$ cat src/rtl/execute_stage.sv
// MIPS EX stage: ALU, branch resolution and the EX/MEM bundle register (1-cycle latency).
// Define EXECUTE_MULDIV_EN for iterative MULTU/DIVU with HI/LO; the stage stalls upstream while busy.
module execute_stage #(
  parameter int DWIDTH    = 32,
  parameter int AWIDTH    = 5,
  parameter int IMM_WIDTH = 16,
  parameter int PCWIDTH   = 32
) (
  input  logic                 es_clk,
  input  logic                 es_rst,
  input  logic                 es_i_ce,
  input  logic [5:0]           es_i_opcode,
  input  logic [5:0]           es_i_funct,
  input  logic [DWIDTH-1:0]    es_i_data_rs,
  input  logic [DWIDTH-1:0]    es_i_data_rt,
  input  logic [IMM_WIDTH-1:0] es_i_imm,
  input  logic [PCWIDTH-1:0]   es_i_pc,
  input  logic [AWIDTH-1:0]    es_i_rd_addr,
  input  logic                 es_i_alu_src,
  input  logic                 es_i_reg_wr,
  input  logic                 es_i_memread,
  input  logic                 es_i_memwrite,
  input  logic                 es_i_memtoreg,
  input  logic                 es_i_branch,
  output logic                 es_o_ce,
  output logic [DWIDTH-1:0]    es_o_alu_result,
  output logic [DWIDTH-1:0]    es_o_data_rt,
  output logic [AWIDTH-1:0]    es_o_rd_addr,
  output logic                 es_o_reg_wr,
  output logic                 es_o_memread,
  output logic                 es_o_memwrite,
  output logic                 es_o_memtoreg,
  output logic                 es_o_branch_taken,
  output logic [PCWIDTH-1:0]   es_o_branch_target,
  output logic                 es_o_stall
);
  localparam logic [5:0] OP_RTYPE = 6'b000000, OP_BEQ  = 6'b000100, OP_BNE  = 6'b000101;
  localparam logic [5:0] OP_ADDI  = 6'b001000, OP_ADDIU = 6'b001001, OP_SLTI = 6'b001010;
  localparam logic [5:0] OP_ANDI  = 6'b001100, OP_ORI  = 6'b001101, OP_XORI = 6'b001110;
  localparam logic [5:0] OP_LUI   = 6'b001111, OP_LW   = 6'b100011, OP_SW   = 6'b101011;
  localparam logic [5:0] F_SLL = 6'b000000, F_SRL = 6'b000010, F_SRA = 6'b000011;
  localparam logic [5:0] F_ADD = 6'b100000, F_ADDU = 6'b100001, F_SUB = 6'b100010, F_SUBU = 6'b100011;
  localparam logic [5:0] F_AND = 6'b100100, F_OR = 6'b100101, F_XOR = 6'b100110, F_NOR = 6'b100111;
  localparam logic [5:0] F_SLT = 6'b101010, F_SLTU = 6'b101011;

  logic [DWIDTH-1:0]  w_sext, w_zext, w_opb, w_result;
  logic [PCWIDTH-1:0] w_boff, w_target;
  logic [4:0]         w_shamt;
  logic               w_known, w_taken, w_take, w_stall;

`ifdef EXECUTE_MULDIV_EN
  localparam logic [5:0] F_MFHI = 6'b010000, F_MFLO = 6'b010010;
  localparam logic [5:0] F_MULTU = 6'b011001, F_DIVU = 6'b011011;
  localparam int CW = $clog2(DWIDTH);
  typedef enum logic [1:0] {S_IDLE, S_BUSY, S_DONE} state_t;
  state_t            r_state, w_state_nxt;
  logic [DWIDTH-1:0] r_hi, r_lo, r_wh, r_wl, r_opb;
  logic [CW-1:0]     r_cnt;
  logic              r_is_div, w_md_start;
  logic [DWIDTH:0]   w_mul_sum, w_rem_sh, w_diff;
`endif

  assign w_sext  = {{(DWIDTH-IMM_WIDTH){es_i_imm[IMM_WIDTH-1]}}, es_i_imm};
  assign w_zext  = {{(DWIDTH-IMM_WIDTH){1'b0}}, es_i_imm};
  assign w_shamt = es_i_imm[10:6];
  assign w_opb   = !es_i_alu_src ? es_i_data_rt :
                   (es_i_opcode == OP_ANDI || es_i_opcode == OP_ORI || es_i_opcode == OP_XORI) ? w_zext : w_sext;

  always_comb begin
    w_result = '0;
    w_known  = 1'b1;
    case (es_i_opcode)
      OP_RTYPE: begin
        case (es_i_funct)
          F_ADD, F_ADDU: w_result = es_i_data_rs + w_opb;
          F_SUB, F_SUBU: w_result = es_i_data_rs - w_opb;
          F_AND:  w_result = es_i_data_rs & w_opb;
          F_OR:   w_result = es_i_data_rs | w_opb;
          F_XOR:  w_result = es_i_data_rs ^ w_opb;
          F_NOR:  w_result = ~(es_i_data_rs | w_opb);
          F_SLT:  w_result = {{(DWIDTH-1){1'b0}}, $signed(es_i_data_rs) < $signed(w_opb)};
          F_SLTU: w_result = {{(DWIDTH-1){1'b0}}, es_i_data_rs < w_opb};
          F_SLL:  w_result = es_i_data_rt << w_shamt;
          F_SRL:  w_result = es_i_data_rt >> w_shamt;
          F_SRA:  w_result = $signed(es_i_data_rt) >>> w_shamt;
`ifdef EXECUTE_MULDIV_EN
          F_MFHI: w_result = r_hi;
          F_MFLO: w_result = r_lo;
`endif
          default: w_known = 1'b0;
        endcase
      end
      OP_ADDI, OP_ADDIU: w_result = es_i_data_rs + w_opb;
      OP_SLTI: w_result = {{(DWIDTH-1){1'b0}}, $signed(es_i_data_rs) < $signed(w_opb)};
      OP_ANDI: w_result = es_i_data_rs & w_opb;
      OP_ORI:  w_result = es_i_data_rs | w_opb;
      OP_XORI: w_result = es_i_data_rs ^ w_opb;
      OP_LUI:  w_result = {es_i_imm, {(DWIDTH-IMM_WIDTH){1'b0}}};
      OP_LW, OP_SW: w_result = es_i_data_rs + w_sext;
      OP_BEQ, OP_BNE: w_result = '0;
      default: w_known = 1'b0;
    endcase
  end

  assign w_boff   = {{(PCWIDTH-IMM_WIDTH){es_i_imm[IMM_WIDTH-1]}}, es_i_imm};
  assign w_target = es_i_pc + PCWIDTH'(4) + (w_boff << 2);
  assign w_taken  = es_i_branch && ((es_i_opcode == OP_BEQ && es_i_data_rs == es_i_data_rt) ||
                                    (es_i_opcode == OP_BNE && es_i_data_rs != es_i_data_rt));
  assign w_take   = es_i_ce && !w_stall;

`ifdef EXECUTE_MULDIV_EN
  assign w_md_start = es_i_ce && es_i_opcode == OP_RTYPE && (es_i_funct == F_MULTU || es_i_funct == F_DIVU);

  always_ff @(posedge es_clk) begin
    if (!es_rst) r_state <= S_IDLE;
    else         r_state <= w_state_nxt;
  end

  always_comb begin
    w_state_nxt = r_state;
    case (r_state)
      S_IDLE:  if (w_md_start) w_state_nxt = S_BUSY;
      S_BUSY:  if (r_cnt == CW'(DWIDTH-1)) w_state_nxt = S_DONE;
      S_DONE:  w_state_nxt = S_IDLE;
      default: w_state_nxt = S_IDLE;
    endcase
  end

  always_comb begin
    w_stall = es_rst && ((r_state == S_IDLE && w_md_start) || r_state == S_BUSY);
  end

  // Multiply: {r_wh,r_wl} is the shift-add product register. Divide: r_wh remainder, r_wl quotient.
  assign w_mul_sum = {1'b0, r_wh} + (r_wl[0] ? {1'b0, r_opb} : '0);
  assign w_rem_sh  = {r_wh, r_wl[DWIDTH-1]};
  assign w_diff    = w_rem_sh - {1'b0, r_opb};

  always_ff @(posedge es_clk) begin
    if (!es_rst) begin
      r_hi <= '0; r_lo <= '0; r_wh <= '0; r_wl <= '0; r_opb <= '0;
      r_cnt <= '0; r_is_div <= 1'b0;
    end else begin
      case (r_state)
        S_IDLE: if (w_md_start) begin
          r_wh <= '0; r_wl <= es_i_data_rs; r_opb <= es_i_data_rt;
          r_is_div <= (es_i_funct == F_DIVU); r_cnt <= '0;
        end
        S_BUSY: begin
          r_cnt <= r_cnt + 1'b1;
          if (!r_is_div) begin
            r_wh <= w_mul_sum[DWIDTH:1];
            r_wl <= {w_mul_sum[0], r_wl[DWIDTH-1:1]};
          end else if (!w_diff[DWIDTH]) begin
            r_wh <= w_diff[DWIDTH-1:0];
            r_wl <= {r_wl[DWIDTH-2:0], 1'b1};
          end else begin
            r_wh <= w_rem_sh[DWIDTH-1:0];
            r_wl <= {r_wl[DWIDTH-2:0], 1'b0};
          end
        end
        S_DONE: begin r_hi <= r_wh; r_lo <= r_wl; end
        default: ;
      endcase
    end
  end
`else
  assign w_stall = 1'b0;
`endif

  assign es_o_stall = w_stall;

  always_ff @(posedge es_clk) begin
    if (!es_rst) begin
      es_o_ce <= 1'b0; es_o_alu_result <= '0; es_o_data_rt <= '0; es_o_rd_addr <= '0;
      es_o_reg_wr <= 1'b0; es_o_memread <= 1'b0; es_o_memwrite <= 1'b0; es_o_memtoreg <= 1'b0;
      es_o_branch_taken <= 1'b0; es_o_branch_target <= '0;
    end else begin
      es_o_ce            <= w_take;
      es_o_alu_result    <= w_result;
      es_o_data_rt       <= es_i_data_rt;
      es_o_rd_addr       <= es_i_rd_addr;
      es_o_reg_wr        <= w_take && es_i_reg_wr && w_known;
      es_o_memread       <= w_take && es_i_memread;
      es_o_memwrite      <= w_take && es_i_memwrite;
      es_o_memtoreg      <= w_take && es_i_memtoreg;
      es_o_branch_taken  <= w_take && w_taken;
      es_o_branch_target <= w_target;
    end
  end
endmodule

$ cat config.mk
export PLATFORM = sky130hd
export DESIGN_NAME = execute_stage
export DESIGN_NICKNAME = d
export VERILOG_FILES = /design/src/rtl/execute_stage.sv
export SDC_FILE = /design/constraint.sdc
export NUM_CORES = 1
export LEC_CHECK = 0
export CAP_MARGIN = 0
export CELL_PAD_IN_SITES_DETAIL_PLACEMENT = 0
export CELL_PAD_IN_SITES_GLOBAL_PLACEMENT = 2
export CORE_MARGIN = 10
export CORE_UTILIZATION = 33
export CTS_BUF_LIST = sky130_fd_sc_hd__clkbuf_8
export DETAILED_ROUTE_END_ITERATION = 8
export GPL_ROUTABILITY_DRIVEN = 0
export GPL_TIMING_DRIVEN = 0
export HOLD_SLACK_MARGIN = 0.08
export PLACE_DENSITY_LB_ADDON = 0.2
export RECOVER_POWER = 50
export SKIP_LAST_GASP = 1
export SYNTH_ARGS = -nofsm -noshare
export SYNTH_HDL_FRONTEND = slang
export SYNTH_SLANG_ARGS = --single-unit
export TNS_END_PERCENT = 20
$ cat constraint.sdc
create_clock -name es_clk -period 5.75 [get_ports es_clk]
set_input_delay 1.15 -clock es_clk [delete_from_list [all_inputs] [get_ports es_clk]]
set_output_delay 1.15 -clock es_clk [all_outputs]
set_load 0.02 [all_outputs]
==> impl_metrics.ini, run 1 <==
[power_and_ir_drop]
power_mw = 3.54
pwr_density_cell_nw_per_um2 = 168
p_leak_nw = 8.73
irDropWorstVdd_mv = 0.105

[drt]
drt-total-wl_um = 99200
vias_per_cell = 6.26
vias = 20649
drtAntennaViolNets = 0
dr.pass1.iters = 7
routedWlPerCell_um = 30.1
drt_iter0_markers = 3094
route.detailed.drc = 0

[grt]
grt-ovfl-total = 0
grt_first_pass_wirelength_um = 139000
grt_pass1_vias = 19482
antenna_found_initial = 6
grt_usage_pct = 29.8
grt_start_max_net_pins = 35

[sta]
setup_viol = 2
fin_crit_sh_pct = 101
worst_slack_ns = -0.0521
slew_viol_final = 0
fmax_ghz = 0.172
rsz0062_at_grt = yes
tightest_slew_ns = 1.44
hold_viol = 0
slew_headroom_pct = 4.23
period_minus_slack_ns = 5.80

[clock_network]
clock_path_buffers = 2
htreeDepth = 3
clock-sinks = 107
ctsHoldBuffers = 0
postCtsSetupBuffers = 0
cts_tree = built
clk_pin_slew_ns = 0.16
numCtsBuffers = 9
cts-root-buf = clkbuf_8

[yosys]
yosysTopAreaCellShare_pct = 13.1
yosys-top-cells-area = ha_1, dfxtp_1, mux4_2, a21oi_1, mux2i_1
yosysSeqAreaShare_pct = 12.2
synth_seq_cells = 107
synth_cells = 2357
ys_types = 96
synth_ff_type = dfxtp_1
synthArstFlopShare_pct = 0
post-synth-top-count-cell = nor2_1
synthTopCellsByCount = nor2_1, a21oi_1, ha_1, nand2_1, o21ai_0
yosys.area.top_type = ha_1
ys_warn_count = 0
synth_edf_count = 0
synth_area_sq_um = 17600
syn_nets = 2683
avgSynthCellArea_sq_um = 7.47

[floorplanning]
core-area_sq_um = 52700
start_util_pct = 33.4
rows = 84
die-area_sq_um = 63000
io_pins = 246
die_h_um = 251
die_w_um = 251

[cells_and_area]
drive_gt1_share_pct = 6.53
layoutNonFillerInstCount = 3298
nets = 2925
syn2layout_area_growth_pct = 19.9
fin_util_pct = 40.1

[worst_setup_path]
end_kind = flip-flop
critPathMaxFanout = 19
start_kind = input pin
worstPathArrival_ns = 6.14
required_ns = 6.09
path_class = in2reg

[placement]
place_inst = 3280
io_buffers = 231
hpwl_um = 79600

[outcome]
failed_checks = negative setup slack
status = complete, but fails checks

[hold_path]
worstHoldStart = es_i_imm[15]
holdCritPathClass = in2reg
hold_path_end = es_o_branch_target[31]
min_path_cells = 4

[flow_run]
drv_cap = 0
## final cells by class
class | count | area, sq um
Clock buffer | 10 | 138
Clock inverter | 6 | 78.8
Multi-Input combinational cell | 1943 | 14300
Buffer | 174 | 739
Fill cell | 5511 | 31600
Antenna cell | 6 | 15.0
Timing Repair Buffer | 235 | 2350
Inverter | 129 | 484
Sequential cell | 107 | 2140
Tap cell | 688 | 861
## cell usage in the layout, fill, tap and decap left out, drive strengths merged, types with 58 or more instances in the layout
master	instances
a21o	59
nand2	157
inv	132
dfxtp	107
ha	184
mux2i	97
dlygate4sd3	62
buf	58
a21oi	206
clkbuf	131
mux4	58
nor2	245
o21ai	152
xnor2	89
clkdlybuf4s50	163
## logic make-up after synthesis
| group | count (synthesis) | share of synthesized area, % |
|---|---|---|
| other | 1 | 0.0213 |
| AND/OR/NAND/NOR | 694 | 18.6 |
| flip-flops | 107 | 12.2 |
| adder cells (fa/ha/maj) | 188 | 13.5 |
| buffers and inverters | 307 | 6.93 |
| AO/OA/AOI/OAI | 742 | 27.4 |
| XOR/XNOR | 146 | 7.27 |
| multiplexers | 172 | 14.0 |
## power by group
part           internal, mW  switching [mW]  total, mW
Combinational         0.805            1.35       2.15
Sequential            0.794          0.0143      0.808
Clock                 0.222           0.356      0.579
Total                  1.82            1.72       3.54
## how the worst max path moves through the flow
stage / from / end / slack (ns) / cells past startpoint
finish: es_i_imm[7] / es_o_alu_result[14] / -0.05 / 15
global route: es_i_imm[7] / es_o_alu_result[14] / -0.04 / 15
CTS: es_i_imm[6] / es_o_alu_result[16] / 0.04 / 17
detailed placement: es_i_imm[9] / es_o_alu_result[16] / -1.67 / 15
global placement: es_i_imm[9] / es_o_alu_result[16] / -1.73 / 15
floorplan: es_i_imm[6] / es_o_alu_result[30] / 1.01 / 16
## through the flow
| stage | TNS, ns | instance area [sq um] | hold slack (ns) | setup slack (ns) |
|---|---|---|---|---|
| global route | -0.117 | 21100 | 1.15 | -0.0441 |
| CTS | 0 | 21100 | 1.09 | 0.0410 |
| finish | -0.0890 | 21100 | 1.11 | -0.0521 |
| detailed placement | -27.62 | 20800 | 1.60 | -1.67 |
| global placement | -29.84 | 20800 | 1.63 | -1.73 |
| floorplan | 0 | 17600 | 1.27 | 1.01 |
## repair_timing
action | in CTS | in global routing
pin swaps | 0 | 0
setup endpoints to repair | 24 | 11
resized for setup | 26 | 12
## state kept, by name (all words and copies together), names as in the netlist
signal              cells
es_o_data_rt           32
es_o_memtoreg           1
es_o_alu_result        32
es_o_memread            1
es_o_rd_addr            5
es_o_ce                 1
es_o_branch_target     32
es_o_branch_taken       1
es_o_memwrite           1
es_o_reg_wr             1
## metal layers
metal | vias up | track usage [%] | share of wire (%)
li1 | 9090 | - | -
met1 | 9886 | 38.0 | 40
met2 | 1359 | 45.5 | 43
met3 | 312 | 6.97 | 11
met4 | 2 | 17.0 | 6.4
met5 | - | 0 | 0.018
## critical path: stages
cell and delay [ns]:
dlygate4sd2_1 0.55, buf_2 0.30, buf_2 0.31, buf_4 0.40
mux2i_1 0.24, ha_1 0.50, nor2b_1 0.09, a2111oi_2 0.45
nand2_1 0.19, a31oi_1 0.35, o311ai_1 0.17, xnor2_1 0.44
o221ai_1 0.32, a222oi_1 0.53, a21oi_1 0.14
No activity file was read; power rests on OpenSTA's default activity.
==> inputs of run 2 (changes only) <==
clock period = 6 ns   (was 5.75 ns; I/O delays follow)
==> run 2 against run 1 <==
Compared with the run above: the run still ends with negative setup slack left; combinational power fell by 4%; sequential cell count did not move; wire length rose by 0.15%; setup slack improved by 0.048 ns; critical path type unchanged; critical endpoint is now es_o_alu_result[29]; highest routed layer unchanged.
==> impl_metrics.ini, run 2 (synthesized netlist as in run 1, its figures left out) <==
[outcome]
status = complete, but fails checks
failed_checks = negative setup slack

[clock_network]
clock_path_buffers = 2
postCtsSetupBuffers = 0
cts_tree = built
ctsHoldBuffers = 0
clk_pin_slew_ns = 0.12
cts-root-buf = clkbuf_8
numCtsBuffers = 9
clock-sinks = 107
htreeDepth = 3

[worst_setup_path]
start_kind = input pin
required_ns = 6.28
crit_path_start = es_i_opcode[0]
cp_cell_sequence = clkdlybuf4s50_1, and2_1, o21ai_0, nand2_1, clkbuf_2, o21a_1, ha_1, clkbuf_1, a21o_1, a21o_1, a21oi_1, nand2_1, a221o_1, a31oi_4, mux2_1, o31ai_1, a21oi_1
path_class = in2reg
end_kind = flip-flop
critPathMaxFanout = 10
slowest_delay_ns = 0.74
worstPathArrival_ns = 6.28
cpMaxStageDelayCell = clkdlybuf4s50_1

[floorplanning]
core-area_sq_um = 52700
die_h_um = 251
die_w_um = 251
die-area_sq_um = 63000
start_util_pct = 33.4
io_pins = 246
rows = 84

[power_and_ir_drop]
p_leak_nw = 8.72
pwr_density_cell_nw_per_um2 = 161
irDropWorstVdd_mv = 0.101

[drt]
vias_per_cell = 6.28
route.detailed.drc = 0
vias = 20719
drtAntennaViolNets = 0
drt-total-wl_um = 99400
drt_iter0_markers = 3032
dr.pass1.iters = 7
routedWlPerCell_um = 30.1

[placement]
io_buffers = 231
place_inst = 3280
dpl_worst_slack_ns = -1.47
hpwl_um = 79600
place_area_sq_um = 20800

[grt]
grt_pass1_vias = 19476
antenna_found_initial = 6
grt-ovfl-total = 0
grt_start_max_net_pins = 35
grt_first_pass_wirelength_um = 139000
grt_usage_pct = 29.8

[sta]
tightest_slew_ns = 1.48
setup_viol = 1
fin_crit_sh_pct = 100
hold_viol = 0
rsz0062_at_grt = yes
period_minus_slack_ns = 6.00
worst_slack_ns = -0.00439
slew_headroom_pct = 1.64
slew_viol_final = 0
fmax_ghz = 0.167

[cells_and_area]
regArea_sq_um = 2140
final_area_sq_um = 21100
reg_top3 = es_o_alu_result: 32 flops, es_o_branch_target: 32 flops, es_o_data_rt: 32 flops
fin_util_pct = 40.0
syn2layout_area_growth_pct = 19.7
drive_gt1_share_pct = 6.33
nFillCells = 5509
final_common_cell = nor2_1
multi_input_area_sq_um = 14300
layoutNonFillerInstCount = 3299
mostFrequentLayoutCells = nor2_1, a21oi_1, ha_1, clkdlybuf4s50_1, nand2_1
nets = 2927

[flow_run]
drv_cap = 0

[hold_path]
holdCritPathClass = in2reg
min_path_cells = 4
worstHoldStart = es_i_imm[15]
==> run 2: cell types whose count changed in the layout (fill, tap and decap cells not counted), moves of 2 or more <==
cell,delta
clkbuf_2,+2
clkdlybuf4s15_2,-2
clkbuf_4,-2
clkbuf_1,+3
==> run 2: final timing paths <==
check | end
worst min-delay path | es_o_branch_target[31]
worst max-delay path | es_o_alu_result[29]
==> run 2: layout make-up <==
| class | instances | area share [%] |
|---|---|---|
| Multi-Input combinational cell | 1943 | 67.7 |
| Timing Repair Buffer | 235 | 11.1 |
| Antenna cell | 5 | 0.0594 |
| Sequential cell | 107 | 10.2 |
| Tap cell | 688 | 4.09 |
| Inverter | 129 | 2.30 |
| Buffer | 176 | 3.52 |
| Clock inverter | 6 | 0.374 |
| Clock buffer | 10 | 0.653 |
==> run 2: per-layer routing <==
layer / share of wire [%] / global-route usage [%] / vias up
met5: 0.032 / 0 / -
met2: 43 / 45.5 / 1380
met4: 6.0 / 17.0 / 4
li1: - / - / 9083
met3: 11 / 6.97 / 302
met1: 40 / 38.0 / 9950
==> run 2: repair_timing <==
item	4_1_cts	5_1_grt
hold endpoints to repair	0	0
gates resized for setup	19	9
cloned	0	0
setup endpoints to repair	21	13
==> run 2: where the power goes <==
part | leakage, nW | internal, mW | switching [mW]
clock network | 0.111 | 0.213 | 0.341
logic | 7.73 | 0.770 | 1.29
registers | 0.882 | 0.761 | 0.0136
total | 8.72 | 1.74 | 1.65
==> run 2: worst max-delay path, delay by kind of cell <==
family | cells | cell delay, ns
AOI/OAI and AO/OA | 9 | 2.32
buffers and inverters | 3 | 1.29
and+or+nand+nor | 3 | 0.87
muxes | 1 | 0.36
adders and majority gates | 1 | 0.24
==> run 2: metrics by stage <==
stage                     hold WS (ns)  power (mW)  setup TNS, ns
after floorplan                   1.32        2.04              0
after global placement            1.68        2.79         -24.69
after detailed placement          1.65        2.79         -22.45
after CTS                         1.14        3.36              0
after global routing              1.20        3.55         -0.119
final                             1.16        3.39       -0.00439
